**src/rtl/prewish5k_pkg.sv**
```systemverilog
// prewish5k_pkg: shared defaults and output FSM encoding for the mask loader
package prewish5k_pkg;
   localparam int DEB_BITS_DEF   = 16;
   localparam int DEPTH_LOG2_DEF = 2;
   typedef enum logic {IDLE = 1'b0, PRESENT = 1'b1} state_e;
endpackage

```
**src/rtl/prewish5k_maskload_deb.sv**
```systemverilog
// prewish5k_maskload_deb: stability-counter debouncer for an already synchronized input
module prewish5k_maskload_deb
   import prewish5k_pkg::*;
#(
   parameter int DEB_BITS = DEB_BITS_DEF
) (
   input  logic clk_i,
   input  logic rst_ni,
   input  logic in_i,
   output logic state_o
);
   logic [DEB_BITS-1:0] cnt_q, cnt_d;
   logic                state_q, state_d;
   always_comb begin
      cnt_d   = (in_i == state_q || &cnt_q) ? '0 : cnt_q + 1'b1;
      state_d = (in_i != state_q && &cnt_q) ? in_i : state_q;
   end
   always_ff @(posedge clk_i or negedge rst_ni)
      if (!rst_ni) begin
         cnt_q   <= '0;
         state_q <= 1'b0;
      end else begin
         cnt_q   <= cnt_d;
         state_q <= state_d;
      end
   assign state_o = state_q;
endmodule

```
**src/rtl/prewish5k_maskload.sv**
```systemverilog
// prewish5k_maskload: debounced button presses queue inverted DIP masks,
// presented downstream one at a time over a STB_O/ACK_I handshake
module prewish5k_maskload
   import prewish5k_pkg::*;
#(
   parameter int DEB_BITS   = DEB_BITS_DEF,
   parameter int DEPTH_LOG2 = DEPTH_LOG2_DEF,
   parameter int ALIVE_BITS = 22
) (
   input  logic       CLK_I,
   input  logic       RST_I,
   input  logic       i_button,
   input  logic [7:0] i_dip,
   output logic       STB_O,
   output logic [7:0] DAT_O,
   input  logic       ACK_I,
   output logic       o_overflow,
   output logic       o_alive
);
   logic [1:0]            btn_sync_q;
   logic [7:0]            dip_meta_q, dip_sync_q;
   logic                  deb, deb_prev_q, press_q, ovf_q, ovf_d;
   logic [DEPTH_LOG2:0]   wp_q, wp_d, rp_q, rp_d;
   logic [7:0]            mem_q [2**DEPTH_LOG2];
   logic [7:0]            dat_q, dat_d;
   logic [ALIVE_BITS-1:0] alive_q;
   logic                  empty, full, pop, push;
   state_e                state_q, state_d;

   prewish5k_maskload_deb #(.DEB_BITS(DEB_BITS)) u_deb (
      .clk_i  (CLK_I),
      .rst_ni (RST_I),
      .in_i   (btn_sync_q[1]),
      .state_o(deb)
   );

   assign empty = wp_q == rp_q;
   assign full  = (wp_q[DEPTH_LOG2] != rp_q[DEPTH_LOG2]) &&
                  (wp_q[DEPTH_LOG2-1:0] == rp_q[DEPTH_LOG2-1:0]);

   // A full FIFO still accepts a press when the head leaves in the same cycle;
   // the head already sits in dat_q, so overwriting its slot is harmless.
   always_comb begin
      pop     = (state_q == PRESENT) && ACK_I;
      push    = press_q && (!full || pop);
      ovf_d   = press_q && full && !pop;
      wp_d    = push ? wp_q + 1'b1 : wp_q;
      rp_d    = pop ? rp_q + 1'b1 : rp_q;
      state_d = (state_q == IDLE) ? (empty ? IDLE : PRESENT) : (ACK_I ? IDLE : PRESENT);
      dat_d   = (state_q == IDLE && !empty) ? mem_q[rp_q[DEPTH_LOG2-1:0]] : dat_q;
   end

   always_ff @(posedge CLK_I or negedge RST_I)
      if (!RST_I) begin
         btn_sync_q <= '0;
         dip_meta_q <= '0;
         dip_sync_q <= '0;
         deb_prev_q <= 1'b0;
         press_q    <= 1'b0;
         wp_q       <= '0;
         rp_q       <= '0;
         state_q    <= IDLE;
         dat_q      <= '0;
         ovf_q      <= 1'b0;
         alive_q    <= '0;
      end else begin
         btn_sync_q <= {btn_sync_q[0], i_button};
         dip_meta_q <= i_dip;
         dip_sync_q <= dip_meta_q;
         deb_prev_q <= deb;
         press_q    <= deb & ~deb_prev_q;
         wp_q       <= wp_d;
         rp_q       <= rp_d;
         state_q    <= state_d;
         dat_q      <= dat_d;
         ovf_q      <= ovf_d;
         alive_q    <= alive_q + 1'b1;
      end

   always_ff @(posedge CLK_I)
      if (push) mem_q[wp_q[DEPTH_LOG2-1:0]] <= ~dip_sync_q;

   assign STB_O      = state_q == PRESENT;
   assign DAT_O      = dat_q;
   assign o_overflow = ovf_q;
   assign o_alive    = alive_q[ALIVE_BITS-1];
endmodule

```
**config.mk**
```make
export PLATFORM = sky130hd
export DESIGN_NAME = prewish5k_maskload
export DESIGN_NICKNAME = d
export VERILOG_FILES = /design/src/rtl/prewish5k_pkg.sv /design/src/rtl/prewish5k_maskload_deb.sv /design/src/rtl/prewish5k_maskload.sv
export SDC_FILE = /design/constraint.sdc
export NUM_CORES = 1
export LEC_CHECK = 0
export CAP_MARGIN = 40
export CORE_MARGIN = 2
export CORE_UTILIZATION = 47
export CTS_BUF_LIST = sky130_fd_sc_hd__clkbuf_2 sky130_fd_sc_hd__clkbuf_4 sky130_fd_sc_hd__clkbuf_8
export DETAILED_ROUTE_END_ITERATION = 10
export GPL_TIMING_DRIVEN = 0
export PLACE_DENSITY = 0.68
export SETUP_SLACK_MARGIN = 0.2
export SYNTH_ARGS = -nofsm -noshare
export SYNTH_HDL_FRONTEND = slang
export SYNTH_SLANG_ARGS = --single-unit
export TNS_END_PERCENT = 5
```
**constraint.sdc**
```tcl
create_clock -name CLK_I -period 1.6 [get_ports CLK_I]
set_input_delay 0.16 -clock CLK_I [delete_from_list [all_inputs] [get_ports CLK_I]]
set_output_delay 0.16 -clock CLK_I [all_outputs]
set_load 0.02 [all_outputs]
```
# Yosys cells after proc, flatten, opt, wreduce, memory -nomap -nowiden
# Memory sizes are Yosys's and may differ from the RTL's. A register that Yosys moved wholly into a read port is not among the register bits.
# Index checks and enable logic that the tools add are counted.
# word_totals
ff_bits	67
mem_bits_rw	32
in_bits	12
out_inout_bits	11
wordCells	46
n_memories	1
# classes
n_addsub	4
n_eq_ne	5
muxes	6
n_bitwise	4
reduce_logical	14
# memory_table
name	words	width	read_ports	rd_ports_with_merged_regs	wr	line_no	source
mem_q	4	8	1	1	1	prewish5k_maskload.sv:24	logic [7:0] mem_q [2**DEPTH_LOG2];
# ops
operator	n
$add 22x1->22 const B	1
$add 16x1->16 const B	1
$mux 16	1
$reduce_and 16->1	1
$not 8->8	1
$logic_and 1x1->1	7
$add 3x1->3 const B	2
$mux 1	5
$logic_not 1->1	4
$eq 3x3->1	1
$eq 2x2->1	1
$logic_or 1x1->1	2
$ne 1x1->1	2
$not 1->1	2
$and 1x1->1	1
$eq 1x1->1	1

# Logic depth before layout (Yosys ltp)
# Gate-level depths: netlist of the first run.
# logic_depth
word_depth	7
mapped_depth	6
mapped_depth_nobuf	5

# Hierarchy
# Synthesis of the first run repeated with hierarchy kept, for this count alone.
# hier_totals
cells_unflattened	292
hier_area_um2	4226.6
# modules_own_cells
mod	n_inst	cells_per_inst	area_per_inst_um2	seq_area_each_um2
prewish5k_maskload	1	208	3380.7	2412.3
prewish5k_maskload_deb	1	84	845.8	425.4

# Worst setup path before layout of the first run
# Ideal clock, no wire load.
# synth_timing
kind	register to register
startpoint	register state_q, in the netlist STB_O
endpoint	memory mem_q[3][0], enable pin
setup_time_ns	0.339
t_arrival_ns	1.435
required_time_ns	1.261
slack_ns	-0.174
path_stages_with_launch	4
path_buffers	0
period_less_slack_ns	1.774
cell_sequence	dfrtp_1 > nand2_1 > a41oi_1 > and2_1
# synth_via
elab_chain_cells	5
# synth_lines
element	line_no	source
start: declaration	prewish5k_maskload.sv:28	state_e state_q, state_d;
start signal: assignment	prewish5k_maskload.sv:74	state_q <= state_d;
$logic_and 1x1->1	prewish5k_maskload.sv:44	pop = (state_q == PRESENT) && ACK_I;
$logic_or 1x1->1	prewish5k_maskload.sv:45	push = press_q && (!full || pop);
$logic_and 1x1->1	prewish5k_maskload.sv:45	
$mux 1	prewish5k_maskload.sv:81	if (push) mem_q[wp_q[DEPTH_LOG2-1:0]] <= ~dip_sync_q;
$mux 1 (not written as such)	prewish5k_maskload.sv:81	
end: declaration	prewish5k_maskload.sv:24	
# No other way between the ends.

# Worst setup path after layout of the first run
# layout_timing
startpoint	register rp_q[1]
endpoint	memory mem_q[2][1], enable pin
# layout_via
elab_chain_cells	7
# layout_lines
element	line_no	source
start: declaration	prewish5k_maskload.sv:23	logic [DEPTH_LOG2:0] wp_q, wp_d, rp_q, rp_d;
start signal: assignment	prewish5k_maskload.sv:73	rp_q <= rp_d;
$eq 2x2->1	prewish5k_maskload.sv:39	(wp_q[DEPTH_LOG2-1:0] == rp_q[DEPTH_LOG2-1:0]);
$logic_and 1x1->1	prewish5k_maskload.sv:38	assign full = (wp_q[DEPTH_LOG2] != rp_q[DEPTH_LOG2]) &&
$logic_not 1->1	prewish5k_maskload.sv:45	
$logic_or 1x1->1	prewish5k_maskload.sv:45	
$logic_and 1x1->1	prewish5k_maskload.sv:45	
$mux 1	prewish5k_maskload.sv:81	
$mux 1 (not written as such)	prewish5k_maskload.sv:81	
# No other way between the ends.

==> results.toml, run 1 <==
[logic_synthesis]
synth_largest_area_cell = "dfrtp_1"
ys_warn_count = 0
synth-async-reset-ratio = 0.7009
yosysSeqAreaShare = 0.6838
synth.net_count = 304
synth_edf_count = 32
synth.avg_cell_area_um2 = 14.56
synthMostInstantiatedCell = "dfrtp_1"
netlist.area_leader.share = 0.4522
ys.flop_type = "dfrtp_1"
netlist_top_cells_count = "dfrtp_1 (75), edfxtp_1 (32), xnor2_1 (23), nor2_1 (21), xor2_1 (17)"
syn_area_mm2 = 0.004150
ys_seq_elements = 107
syn_inst = 285
synth.area.top_cells = "dfrtp_1 (45%), edfxtp_1 (23%), xnor2_1 (4.9%)"
ys_types = 33

[sta]
report.final.setup_viol = 0
worstMarginPinSlew_ns = 0.4891
fmax_mhz = 625.3
skew_ns = 0.01676
hold_violations = 0
drv_slew = 0
tns_ns = 0
holdWs_ns = 0.2292
period_needed_ns = 1.599
rsz0062_at_grt = "true"
finalCritPeriodShare = 0.9996
relSlewSlack = 0.6739

[routing]
drc = 0
antenna_left = 0
wl_um = 6572
vias_per_cell = 4.989
num_vias = 2265
wl_per_cell_um = 14.48
firstDrtPassIters = 4
drtIter0Drc = 126

[final_layout]
drive_above_1_share = 0.2977
multi_input_area_mm2 = 0.001504
stdcell_area_mm2 = 0.005200
final_cells = 454
syn_to_final_growth_pct = 25.29
n_antenna_cell = 0
fillers = 663
layout.nets = 360
regArea_mm2 = 0.002839

[setup_path]
worstPathMaxFanout = 8
cp-start-kind = "flip-flop"
cp.arrival_ns = 1.65
critPathLaunch = "rp_q[1]$_DFFE_PN0P_"
end_kind = "flip-flop"
path_class = "reg2reg"
r2r_slack_ns = 0.0007
r2r_start = "rp_q[1]$_DFFE_PN0P_"
r2r_end = "mem_q[2][1]$_DFFE_PP_"
r2r_cells = 4
required_ns = 1.65

[run]
max_cap_violations = 0

[floorplanning]
chipWidth_um = 97.97
die-height_um = 97.97
core-area_mm2 = 0.008636
start_util = 0.4806
pin_count = 23
num_rows = 34
die-area_mm2 = 0.009598

[min_path]
min_path_type = "in2reg"
hold_depth = 1
worstHoldEndpoint = "dip_meta_q[1]$_DFF_PN0_"
hp-start = "i_dip[1]"

[clock_tree]
cts.path.max_buffers = 2
tritoncts = "built"
cts_buffers = 9
path_clk_slew_ns = 0.11
insertion_delay_ns = 0.35
htree_levels = 3
clockRootBuffer = "clkbuf_8"
clock_sinks = 107

[power_and_ir_drop]
finalPower_uw = 4670
power_density_mw_per_mm2 = 898.0
p_leak_uw = 0.002246
irDropWorstVdd_mv = 0.4102

[global_routing]
grt_pass1_vias = 2366
grt_antenna_before_repair = 0
grtUsageTotal = 0.1472
grt_start_max_net_pins = 40
grt_pass1_wl_um = 11180
overflow = 0

[place]
dpl-instance-area_mm2 = 0.004591
place_inst = 416
place.gp.congestion = 0.7566
dp_hpwl_um = 4022
port_buffers = 22

[status]
status = "completed"
-- worst max-delay path by stage --
stage / endpoint / cells past startpoint
after floorplan: mem_q[3][0]$_DFFE_PP_ / 4
after global placement: alive_q[9]$_DFF_PN0_ / 1
after detailed placement: mem_q[3][3]$_DFFE_PP_ / 4
after CTS: mem_q[2][1]$_DFFE_PP_ / 4
after global routing: DAT_O[1]$_DFFE_PN0P_ / 6
final: mem_q[2][1]$_DFFE_PP_ / 4
-- cell usage in the layout (no fill, tap or decap), types with 2 or more instances in the layout --
cell | synthesis | layout
xnor2_1 | 23 | 21
dfrtp_1 | 75 | 74
nor2_2 | 0 | 7
xor2_1 | 17 | 16
edfxtp_1 | 32 | 32
buf_4 | 0 | 18
nand2_1 | 15 | 13
dlygate4sd2_1 | 0 | 11
xnor2_4 | 0 | 2
buf_6 | 1 | 4
ha_1 | 7 | 5
clkbuf_4 | 0 | 2
nand2_2 | 0 | 2
mux2_2 | 10 | 10
nor2_1 | 21 | 5
a21oi_2 | 0 | 2
nor3_1 | 6 | 3
nand4_1 | 10 | 10
nor2_4 | 0 | 9
and2_1 | 7 | 3
or2_4 | 1 | 2
clkbuf_8 | 0 | 9
ha_4 | 0 | 2
inv_6 | 0 | 4
nand3_1 | 13 | 13
buf_12 | 0 | 3
clkdlybuf4s50_1 | 0 | 10
inv_1 | 15 | 15
o21ai_0 | 2 | 2
and2_4 | 0 | 5
and3_1 | 3 | 3
mux4_2 | 8 | 8
nor3_4 | 0 | 3
-- final cells by class --
cell class,instances,area share
tap,108,0.02599
clock buffer,11,0.02671
clock inverter,5,0.01251
timing repair buffer,44,0.07603
multi-input combinational,160,0.2892
inverter,15,0.01083
sequential,107,0.5460
buffer,4,0.01275
-- registers in the layout (all words and copies together), names as in the netlist --
signal	cells
mem_q	32
wp_q	3
dip_sync_q	8
u_deb.state_o	1
deb_prev_q	1
DAT_O	8
u_deb.cnt_q	16
alive_q	22
dip_meta_q	8
press_q	1
btn_sync_q	2
STB_O	1
o_overflow	1
rp_q	3
-- kinds of logic after synthesis --
family / after synthesis / synth area share
and+or+nand+nor: 85 / 0.1049
adders and majority gates: 7 / 0.02110
DFF: 107 / 0.6837
xor gates and xnor gates: 40 / 0.08441
AOI/OAI and AO/OA: 9 / 0.01538
buffers and inverters: 19 / 0.01990
muxes: 18 / 0.07055
-- stage by stage --
| step | setup WS [ns] | utilization |
|---|---|---|
| 2_1_floorplan | 0.08193 | - |
| 3_3_place_gp | -2.290 | 0.5296 |
| 3_5_place_dp | -0.2163 | 0.5316 |
| 4_1_cts | 0.001386 | 0.5839 |
| 5_1_grt | -0.03943 | 0.6021 |
| 6_report | 0.0006822 | 0.6021 |
-- layer usage --
| layer | track usage | share of wire |
|---|---|---|
| met1 | 0.1835 | 0.43 |
| met2 | 0.2550 | 0.53 |
| met3 | 0.04438 | 0.033 |
| met4 | 0.03312 | 0.0029 |
| met5 | 0 | 0 |
-- worst max-delay path, cell delays in order, from the launching register on --
cell,delay (ns)
dfrtp_1,0.41
buf_8,0.14
xnor2_4,0.13
a41oi_4,0.32
and2_4,0.29
-- what timing repair did --
action,in CTS,in global routing
gates resized for setup,48,20
gates cloned,1,0
hold buffers,1,0
buffers inserted,11,9
hold endpoints to repair,36,0
pin swaps,40,30
endpoints found under the setup margin,80,73
-- power breakdown --
group	switching [uW]	leakage (uW)	internal [uW]
sequential	15.9	0.00128	2840
clock	899	0.000106	784
combinational	74.9	0.000865	53.4
total	990	0.00225	3680
No activity file was read; power rests on OpenSTA's default activity.
==> run 2, diff against run 1 <==
PLACE_DENSITY = 0.65   (was 0.68)
==> results.toml, run 2 (synthesis results as in run 1) <==
[global_routing]
grt.busiest_layer = "met2"
grt_pass1_vias = 2281
grt_antenna_before_repair = 0
overflow = 0
grt_pass1_wl_um = 11130
grt_start_max_net_pins = 46
use_met2 = 0.2434
grtUsageTotal = 0.1487
grt_util_met1 = 0.1932
gr-usage-met3 = 0.04510

[final_layout]
fin_util = 0.5930
final_common_cell = "dfrtp_1"
most-common-layout-cells = "dfrtp_1 (75), edfxtp_1 (32), xnor2_1 (21)"
syn_to_final_growth_pct = 23.39
n_antenna_cell = 0
stdcell_area_mm2 = 0.005121
drive_above_1_share = 0.2493
largest_reg_flops = 32
layout.nets = 359
fillers = 703

[sta]
fmax_mhz = 634.8
relSlewSlack = 0.7096
fin_ws_ns = 0.02479
holdWs_ns = 0.2271
report.final.setup_viol = 0
finalCritPeriodShare = 0.9845
period_needed_ns = 1.575
skew_ns = 0.01016
rsz0062_at_grt = "true"
worstMarginPinSlew_ns = 0.4356
hold_violations = 0
drv_slew = 0

[routing]
vias_per_cell = 5.066
num_vias = 2295
drtIter0Drc = 59
firstDrtPassIters = 4
antenna_left = 0
wl_um = 6630
wl_per_cell_um = 14.64
drc = 0

[setup_path]
slowest_delay_ns = 0.43
path_class = "reg2reg"
path_cells = "buf_12, xnor2_4, a41oi_4, and2_4"
cp-start-kind = "flip-flop"
crit_family = "flip-flops"
path_buf_inv = 1
end_kind = "flip-flop"
cp.arrival_ns = 1.64
required_ns = 1.66
critical_path.slowest_cell = "dfrtp_1"
worstPathMaxFanout = 8

[run]
max_cap_violations = 0

[floorplanning]
chipWidth_um = 97.97
core-area_mm2 = 0.008636
start_util = 0.4806
num_rows = 34
pin_count = 23
die-area_mm2 = 0.009598
die-height_um = 97.97

[place]
place.gp.congestion = 0.7210
port_buffers = 22
dpl-instance-area_mm2 = 0.004598
pre_cts_slack_ns = -0.2115
dp_hpwl_um = 4165

[power_and_ir_drop]
power_frac_seq = 0.630
comb_power_share = 0.025
switchingPower_uw = 975.4
power.share.switching = 0.2150
clkPwrFrac = 0.346
power_density_mw_per_mm2 = 886.1
p_leak_uw = 0.002359
power.internal_uw = 3562
irDropWorstVdd_mv = 0.4228

[clock_tree]
clockRootBuffer = "clkbuf_8"
clock_sinks = 107
cts.path.max_buffers = 2
insertion_delay_ns = 0.36
tritoncts = "built"
htree_levels = 3
cts_buffers = 9
path_clk_slew_ns = 0.10

[min_path]
min_path_type = "in2reg"

[status]
status = "completed"
[run 2: changes by cell type in the layout (fill, tap and decap cells not counted), moves of 3 or more]
cell            before  now
nor2_4               9    2
inv_6                4    1
dlymetal6s2s_1       0   11
nor2_2               7    2
dlygate4sd2_1       11    0
nor2_1               5   17
[run 2: worst reg2reg max path: cells and delay by family (launching register included)]
kind            cells  cell delay (ns)
xor+xnor            1             0.13
compound gates      1             0.31
simple gates        1             0.28
flops               1             0.43
buf+inv             1             0.15
[run 2: metal layers]
metal | vias up | routed length [um]
met3 | 8 | 207
met4 | 0 | 85
met2 | 31 | 3389
met1 | 1162 | 2948
met5 | - | 0
li1 | 1094 | -
[run 2: final cells by class]
| type | instances | area (um2) | share of cell area |
|---|---|---|---|
| sequential | 107 | 2838 | 0.5541 |
| multi-input combinational | 160 | 1406 | 0.2746 |
| timing repair buffer | 43 | 437.9 | 0.08551 |
| clock buffer | 11 | 151.4 | 0.02956 |
| tap | 108 | 135.1 | 0.02639 |
| inverter | 15 | 56.30 | 0.01099 |
| buffer | 4 | 53.80 | 0.01051 |
| clock inverter | 5 | 42.54 | 0.008307 |
[run 2: path summary, 6_finish.rpt]
check | from | endpoint | slack, ns | depth (start not counted)
min | i_button | btn_sync_q[0]$_DFF_PN0_ | 0.23 | 1
max | rp_q[0]$_DFFE_PN0P_ | mem_q[1][4]$_DFFE_PP_ | 0.02 | 4
max reg2reg | rp_q[0]$_DFFE_PN0P_ | mem_q[1][4]$_DFFE_PP_ | 0.02 | 4
min in group asynchronous | RST_I | DAT_O[5]$_DFFE_PN0P_ | 0.28 | 2
max in group asynchronous | RST_I | u_deb.state_o$_DFFE_PN0P_ | 0.77 | 3
min reg2reg | dip_meta_q[6]$_DFF_PN0_ | dip_sync_q[6]$_DFF_PN0_ | 0.35 | 0
[run 2: timing repair]
| action | 4_1_cts | 5_1_grt |
|---|---|---|
| gates cloned | 1 | 0 |
| pin swaps | 7 | 20 |
| endpoints found under the hold margin | 30 | 0 |
| resized for setup | 14 | 22 |
| hold buffers | 1 | 0 |
| setup endpoints to repair | 79 | 88 |
| buffers inserted | 9 | 10 |
[run 2: per-stage QoR]
step | std cells | power [uW] | setup TNS, ns
6_report | 453 | 4538 | 0
3_5_place_dp | 416 | 3022 | -7.336
5_1_grt | 453 | 4724 | -1.809
4_1_cts | 443 | 4612 | 0
3_3_place_gp | 415 | 3012 | -172.16
2_1_floorplan | 285 | 2937 | 0
[run 2: power by group through the flow]
stage	clock [uW]	sequential (uW)	combinational, uW
detailed placement	0	2910	107
global placement	0	2920	96.8
CTS	1640	2860	118
global route	1730	2860	131
finish	1570	2860	112
floorplan	0	2910	26.4
==> run 3, diff against run 2 <==
CORE_UTILIZATION = 35   (was 47)
PLACE_DENSITY = 0.5   (was 0.65)
==> results.toml, run 3 (synthesis results as in run 1) <==
[global_routing]
grt_pass1_vias = 2333
grt_antenna_before_repair = 0
overflow = 0
grtUsageTotal = 0.1184
grt_pass1_wl_um = 11510
grt_start_max_net_pins = 51

[place]
dpl-instance-area_mm2 = 0.004642
place.gp.congestion = 0.7449
dp_hpwl_um = 4140
pre_cts_slack_ns = -0.2007
port_buffers = 22
place_inst = 451

[clock_tree]
cts.path.max_buffers = 2
path_clk_slew_ns = 0.10
clockRootBuffer = "clkbuf_8"
insertion_delay_ns = 0.37
clock_sinks = 107
htree_levels = 3
cts_buffers = 9
tritoncts = "built"

[setup_path]
r2r_cells = 4
r2r_start = "rp_q[0]$_DFFE_PN0P_"
cp.arrival_ns = 1.69
cp-start-kind = "flip-flop"
required_ns = 1.69
end_kind = "flip-flop"
worstPathMaxFanout = 7
r2r_slack_ns = -0.005
critPathLaunch = "rp_q[0]$_DFFE_PN0P_"
crit_path_end = "mem_q[3][5]$_DFFE_PP_"
path_class = "reg2reg"
r2r_end = "mem_q[3][5]$_DFFE_PP_"

[final_layout]
fillers = 1055
layout.nets = 357
stdcell_area_mm2 = 0.005216
regArea_mm2 = 0.002841
final_common_cell = "dfrtp_1"
final_cells = 486
n_antenna_cell = 0
multi_input_area_mm2 = 0.001458
most-common-layout-cells = "dfrtp_1 (72), edfxtp_1 (32), xnor2_1 (21)"
syn_to_final_growth_pct = 25.69
drive_above_1_share = 0.2799
largest_reg_flops = 32

[sta]
skew_ns = 0.007749
hold_violations = 0
period_needed_ns = 1.605
report.final.setup_viol = 6
drv_slew = 0
worstMarginPinSlew_ns = 0.3569
finalCritPeriodShare = 1.003
rsz0062_at_grt = "true"
fmax_mhz = 623.0
fin_ws_ns = -0.005080
holdWs_ns = 0.2110
relSlewSlack = 0.7621

[floorplanning]
die-area_mm2 = 0.01275
start_util = 0.3604
num_rows = 39
pin_count = 23
chipWidth_um = 112.9
die-height_um = 112.9
core-area_mm2 = 0.01152

[routing]
vias_per_cell = 4.650
wl_per_cell_um = 14.23
num_vias = 2260
antenna_left = 0
drtIter0Drc = 58
drc = 6
wl_um = 6914
firstDrtPassIters = 7

[min_path]
min_path_type = "in2reg"

[power_and_ir_drop]
p_leak_uw = 0.002235
irDropWorstVdd_mv = 0.3833
finalPower_uw = 4926
switchingPower_uw = 996.8
clkPwrFrac = 0.396
comb_power_share = 0.024
power_frac_seq = 0.580
power_density_mw_per_mm2 = 944.3
power.internal_uw = 3929
power.share.switching = 0.2024

[status]
violations = "design-rule violations, negative setup slack"
status = "complete, but fails checks"

[run]
max_cap_violations = 0
==> run 3: changes by cell type in the layout (fill, tap and decap cells not counted), sizes merged <==
cell	change
bufinv	+3
dlygate4sd2	+11
clkbuf	-2
inv	-1
buf	-2
dlymetal6s2s	-11
clkinv	-1
clkinvlp	+1
==> run 3: layer usage <==
metal,share of wire,global-route usage
met1,0.45,0.1472
met2,0.50,0.1892
met3,0.039,0.05035
met4,0.013,0.03659
met5,0,0
==> run 3: how the worst min path moves through the flow <==
stage | startpoint | end | slack, ns | cells past startpoint
after floorplan | RST_I | DAT_O[0]$_DFFE_PN0P_ | -0.14 | 0
after detailed placement | RST_I | rp_q[0]$_DFFE_PN0P_ | 0.10 | 1
final | i_dip[1] | dip_meta_q[1]$_DFF_PN0_ | 0.21 | 1
after global placement | btn_sync_q[0]$_DFF_PN0_ | btn_sync_q[1]$_DFF_PN0_ | 0.33 | 0
after global routing | i_dip[1] | dip_meta_q[1]$_DFF_PN0_ | 0.17 | 1
after CTS | i_dip[1] | dip_meta_q[1]$_DFF_PN0_ | 0.18 | 1
==> run 3: layout make-up <==
type	instances	share of cell area
inverters	15	0.01079
multi-input cells	160	0.2794
plain buffers	4	0.01031
well taps	143	0.03430
flip-flops and latches	107	0.5447
clock buffers	9	0.02375
repair buffers	41	0.07460
clock inverters	7	0.02207
==> run 3: power groups by stage <==
stage          sequential [uW]  combinational (uW)  clock [uW]
2_1_floorplan             2910                26.4           0
3_3_place_gp              2920                 100           0
3_5_place_dp              2910                 110           0
4_1_cts                   2860                 125        2030
5_1_grt                   2860                 134        2120
6_report                  2860                 119        1950
==> run 3: stage by stage <==
stage                       util  setup TNS (ns)
after floorplan                -               0
after global placement    0.4009         -185.16
after detailed placement  0.4031          -7.596
after CTS                 0.4397          -1.299
after global routing      0.4530          -2.646
final                     0.4530        -0.01915
==> run 3: worst max-delay path, cell delays in order, from the launching register on <==
cell	delay, ns
dfrtp_1	0.42
buf_12	0.15
xnor2_4	0.13
a41oi_4	0.32
and2_2	0.29
==> run 3: timing repair <==
action	4_1_cts	5_1_grt
pin swaps	35	25
setup endpoints to repair	81	75
hold endpoints to repair	25	0
gates resized for setup	40	15
buffers inserted	6	10
hold buffers	1	0
cloned	1	1
==> patch 1, RTL diff (flow settings as in run 3) <==
`ALIVE_BITS`: 22 -> 18.
--- a/src/rtl/prewish5k_maskload.sv
+++ b/src/rtl/prewish5k_maskload.sv
@@ -7,3 +7,3 @@
    parameter int DEPTH_LOG2 = DEPTH_LOG2_DEF,
-   parameter int ALIVE_BITS = 22
+   parameter int ALIVE_BITS = 18
 ) (
Formal check against the unedited RTL: same outputs for any inputs over 10 cycles, from zero or initial values and one cycle with RST_I low; that may be too few to reach the edited logic, so the function may still have changed.
==> patch 1 against run 3 <==
- total power is 4.8% lower
- first-iteration DRC count grew 66%
- synthesized area down 1.1%
- final area down 3.7%
- cell count down 4.7%
- maximum frequency is 1.1% higher
- count of clock-buffer cells in the layout rose by 3
- synthesized cell count is 6.3% lower
- highest routed layer unchanged
- sequential cell count is 4 lower
- setup slack gained 17 ps
- clock power shrank 7%
- routed wire length down 9.5%
==> patch 1: results (changes against run 3) <==
set qor(outcome) {complete, no violations}
set qor(gpl.final_weighted_congestion) 0.696 ;# -6.6%
set qor(arrival_ps) 1650 ;# -40 ps
set qor(place_inst) 433 ;# -4.0%
set qor(non_clock_buffer_count) 40 ;# -11%
set qor(synth_compound_gate_area_share) 0.0143 ;# -0.00105
set qor(wire_per_inst_microns) 13.5 ;# -5.0%
set qor(inverters) 16 ;# +1
set qor(fin_nets) 334 ;# -6.4%
set qor(final.setup_skew_ps) 9.33 ;# +1.58 ps
set qor(clock_sinks) 103 ;# -3.7%
set qor(placed_cell_area_sq_um) 4550 ;# -1.9%
set qor(post-dp-hpwl_microns) 4000 ;# -3.4%
set qor(grt_max_degree) 47 ;# -7.8%
set qor(synth.net_count) 286 ;# -5.9%
set qor(worst_slew_margin_rel) 0.757 ;# -0.00466
set qor(synth_mux_area_frac) 0.0859 ;# +0.0154
set qor(postSynth.asyncResetShare) 0.689 ;# -0.0116
set qor(synthToLayoutAreaGrowth_pct) 22.3
set qor(worstPathMaxFanout) 8 ;# +1
set qor(finalWirelength_microns) 6260 ;# -9.5%
set qor(synth_common_cells) {71 x dfrtp_1, 32 x edfxtp_1, 27 x xnor2_1, 21 x nor2_1}
set qor(via_count_of_the_first_global_routing_pass) 2266 ;# -2.9%
set qor(via_count) 2120 ;# -6.2%
set qor(nClkBuffers) 12 ;# +3
set qor(final_layout_size_suffix_gt1_frac) 0.225 ;# -0.0549
set qor(drt_pass1_iterations) 4 ;# -3
set qor(multi_input_area_share) 0.280 ;# +0.000895
set qor(synth-xor-area-share) 0.0899 ;# +0.00550
set qor(synth_top_cells_by_area) {dfrtp_1 43%, edfxtp_1 23%, xnor2_1 5.8%}
set qor(num-fill-cells) 1053 ;# -0.19%
set qor(final-seq-area_sq_um) 2740 ;# -3.7%
set qor(fin_ws_ps) 12.2 ;# +17.3 ps
set qor(global_route.usage.met2) 0.180 ;# -0.00964
set qor(yosys.cell_types.count) 34 ;# +3.0%
set qor(met3WireLength_microns) 185 ;# -31%
==> patch 1: changes by cell type after synthesis, sizes merged, moves of 2 or more <==
cell and change:
nand4 -6, or2 -2, xnor2 +6, and3 +2, xor2 -9, nand2 -3
nand3 +2, dfrtp -4, and2 -3
==> patch 1: what timing repair did <==
item | CTS | global route
gates cloned | 1 | 0
resized for setup | 29 | 10
setup buffers | 9 | 3
endpoints found under the setup margin | 73 | 60
hold buffers | 1 | 0
pin swaps | 9 | 14
endpoints found under the hold margin | 25 | 0
==> patch 1: power groups by stage <==
stage / Combinational, mW / Clock (mW) / Sequential [mW]
2_1_floorplan: 0.0251 / 0 / 2.81
3_3_place_gp: 0.0956 / 0 / 2.81
3_5_place_dp: 0.106 / 0 / 2.81
4_1_cts: 0.116 / 1.90 / 2.76
5_1_grt: 0.130 / 2.01 / 2.76
6_report: 0.111 / 1.82 / 2.76
==> patch 1: worst min-delay path by stage <==
stage | to | slack [ps] | cells after the start
floorplan | DAT_O[0] | -140 | 0
global route | dip_meta_q[5] | 210 | 1
finish | dip_meta_q[2] | 230 | 1
global placement | dip_sync_q[2] | 330 | 0
CTS | dip_meta_q[4] | 210 | 1
detailed placement | DAT_O[2] | 100 | 1
==> patch 1: per-stage QoR <==
| stage | total power, mW | TNS, ps |
|---|---|---|
| after global routing | 4.90 | -1060 |
| after global placement | 2.91 | -160760 |
| final | 4.69 | 0 |
| after CTS | 4.77 | -167 |
| after detailed placement | 2.92 | -5060 |
| after floorplan | 2.83 | 0 |
==> patch 1: cells by family (layout without fill, tap and decap cells) <==
family	after synthesis	in the layout
muxes	18	18
DFF	103	103
and+or+nand+nor	75	76
adders and majority gates	7	7
xor gates and xnor gates	37	37
buffers and inverters	20	72
AOI/OAI and AO/OA	7	7
==> patch 2, RTL diff (settings of run 3) <==
Made on the original files. The output `o_overflow` loses its register stage (`ovf_q` becomes a continuous assignment).
--- a/src/rtl/prewish5k_maskload.sv
+++ b/src/rtl/prewish5k_maskload.sv
@@ -63,3 +63,2 @@
          dat_q      <= '0;
-         ovf_q      <= 1'b0;
          alive_q    <= '0;
@@ -75,5 +74,6 @@
          dat_q      <= dat_d;
-         ovf_q      <= ovf_d;
          alive_q    <= alive_q + 1'b1;
       end
+
+   assign ovf_q = ovf_d;
 
Formal check against the unedited RTL: no difference found for any inputs over 10 cycles, from zero or initial values and one cycle with RST_I low; that may be too few to reach the edited logic, so the function may still have changed.
==> patch 2 against run 3 <==
- the flow finishes with violations (setup timing)
- non-clock buffer count up 2
- cell count unchanged
- total power down 6.4%
- via count up 0.58%
- final area decreased by 0.82%
- routed wire length barely moved
- synthesized area down 0.60%
- first-iteration DRC count increased by 31%
- global-route usage rose by 0.21 points
- critical path depth is the same
- sequential cell count down 1
- setup slack got worse by 69 ps
- synthesized cell count down 0.35%
- critical path type is now register to primary output
- critical endpoint is now o_overflow
- highest routed layer unchanged
==> patch 2: results (changes against run 3) <==
set qor(setup.reg_to_reg.worst_slack_ps) 0
set qor(fin_ws_ps) -74.1 ;# -69.1 ps
set qor(r2r-end) {mem_q[3][2]}
set qor(yosys.cell_types.count) 33 ;# unchanged
set qor(grtUsageTotal) 0.121 ;# +0.00210
set qor(arrival_ps) 1510 ;# -180 ps
set qor(final.setup_skew_ps) 10.2 ;# +2.48 ps
set qor(hold_end) {dip_meta_q[5]}
set qor(num-fill-cells) 1041 ;# -1.3%
set qor(synth_enable_flop_cells) 32 ;# unchanged
set qor(postSynth.asyncResetShare) 0.698 ;# -0.00282
set qor(met1_wire_length_microns) 3120 ;# +0.35%
set qor(rr_worst_depth) 4 ;# unchanged
set qor(ctsLongestPathBuffers) 2 ;# unchanged
set qor(final_layout_size_suffix_gt1_frac) 0.283 ;# +0.00292
set qor(drt_pass1_iterations) 4 ;# -3
set qor(route.detailed.vias_per_inst) 4.68 ;# +0.58%
set qor(largest_register_ffs) 32 ;# unchanged
set qor(cts.root.buffer_cell) {clkbuf_8}
set qor(synth_top_cells_by_area) {dfrtp_1 45%, edfxtp_1 23%, xnor2_1 4.9%}
set qor(clk-insertion-delay-late_ps) 370 ;# about the same
set qor(worst_slew_margin_rel) 0.787 ;# +0.0252
set qor(dr.max_layer_used) {met4}
set qor(failed_checks) {setup timing}
set qor(path_delay_family) {flip-flops}
set qor(ir_drop_uv) 406 ;# +6.0%
set qor(hp-start) {i_dip[5]}
set qor(worstPathMaxFanout) 4 ;# -3
set qor(met3WireLength_microns) 222 ;# -17%
set qor(placed_cell_area_sq_um) 4620 ;# -0.54%
set qor(global_route_wire_length_before_repair_microns) 11700 ;# +2.0%
set qor(post-dp-hpwl_microns) 4170 ;# +0.75%
set qor(via_count_of_the_first_global_routing_pass) 2343 ;# +0.43%
set qor(cp_slowest_stage_delay_ps) 430
set qor(met2_wirelength_microns) 3460 ;# +0.49%
set qor(synth.net_count) 303 ;# -0.33%
set qor(timing.setup.tns_ps) -74.4 ;# -55.2 ps
set qor(synth_common_cells) {74 x dfrtp_1, 32 x edfxtp_1, 23 x xnor2_1, 21 x nor2_1, 17 x xor2_1}
set qor(drt_iter0_markers) 76 ;# +31%
set qor(synthesis.yosys.warnings) 0 ;# unchanged
set qor(grt_antenna_before_repair) 0 ;# unchanged
set qor(register_clock_pin_slew_on_the_reported_worst_setup_and_hold_paths_ps) 90
set qor(finalWirelength_microns) 6920 ;# about the same
set qor(cellLeakagePower_nw) 2.20 ;# -1.5%
set qor(gpl.final_weighted_congestion) 0.692 ;# -7.1%
set qor(finish_stage_setup_viols) 2 ;# -4
set qor(min_path_type) {primary input to register}
set qor(worst_r2r_startpoint) {rp_q[1]}
set qor(h-tree-depth) 3 ;# unchanged
set qor(outcome) {finished with violations}
set qor(grt_max_degree) 54 ;# +5.9%
set qor(synth_sequential_area_ratio) 0.682 ;# -0.00192
-- patch 2: changes by cell type in the layout (fill, tap and decap cells not counted), sizes merged --
cell | before | now
and2 | 8 | 7
dfrtp | 75 | 74
buf | 23 | 26
clkinvlp | 1 | 3
clkbuf | 9 | 12
inv | 16 | 15
clkinv | 2 | 0
dlygate4sd2 | 11 | 10
bufinv | 3 | 1
-- patch 2: cell families after synthesis --
kind of cell | Yosys count | synth area share
XOR/XNOR | 40 | 0.0849
flip-flops | 106 | 0.682
multiplexers | 18 | 0.0710
AO/OA/AOI/OAI | 9 | 0.0155
adder cells (fa/ha/maj) | 7 | 0.0212
AND/OR/NAND/NOR | 85 | 0.106
buffers and inverters | 19 | 0.0200
-- patch 2: worst max path at each step --
stage / from / endpoint / slack [ps] / cells after the start
final: rp_q[2] / o_overflow / -70 / 4
after global routing: rp_q[2] / o_overflow / -160 / 4
after CTS: wp_q[2] / o_overflow / -80 / 4
after detailed placement: rp_q[0] / o_overflow / -220 / 5
after global placement: RST_I / dip_meta_q[4] / -2440 / 1
after floorplan: rp_q[0] / mem_q[3][0] / 80 / 4
-- patch 2: metrics by stage --
| stage | hold slack [ps] | worst slack (ps) | cells | power, mW | util |
|---|---|---|---|---|---|
| after global placement | 333 | -2440 | 449 | 2.99 | 0.400 |
| after detailed placement | 86.1 | -224 | 450 | 3.00 | 0.403 |
| final | 224 | -74.1 | 486 | 4.61 | 0.451 |
| after global routing | 197 | -161 | 486 | 4.83 | 0.451 |
| after floorplan | -136 | 81.9 | 284 | 2.91 | - |
| after CTS | 203 | -79.5 | 479 | 4.70 | 0.439 |
-- patch 2: timing repair --
item,CTS,global route
buffers inserted,11,7
pin swaps,30,24
hold buffers,1,0
gates resized for setup,48,16
cloned,1,0
endpoints found under the setup margin,80,75
endpoints found under the hold margin,21,0
-- patch 2: cell type report --
type / instances / area (sq um) / area share
well taps: 143 / 179 / 0.0346
clock inverters: 4 / 52.6 / 0.0102
plain buffers: 4 / 61.3 / 0.0119
multi-input cells: 159 / 1460 / 0.283
repair buffers: 43 / 403 / 0.0779
inverters: 15 / 56.3 / 0.0109
flip-flops and latches: 106 / 2810 / 0.544
clock buffers: 12 / 146 / 0.0283
-- patch 2: per-layer routing --
metal	vias to the layer above	global-route usage
li1	1089	-
met2	24	0.194
met5	-	0
met4	0	0.0488
met1	1152	0.152
met3	8	0.0373
-- patch 2: report_power, final --
group	internal, mW	total (mW)	switching (mW)
clock network	0.777	1.65	0.878
logic	0.0553	0.127	0.0712
registers	2.82	2.83	0.0139
total	3.65	4.61	0.963
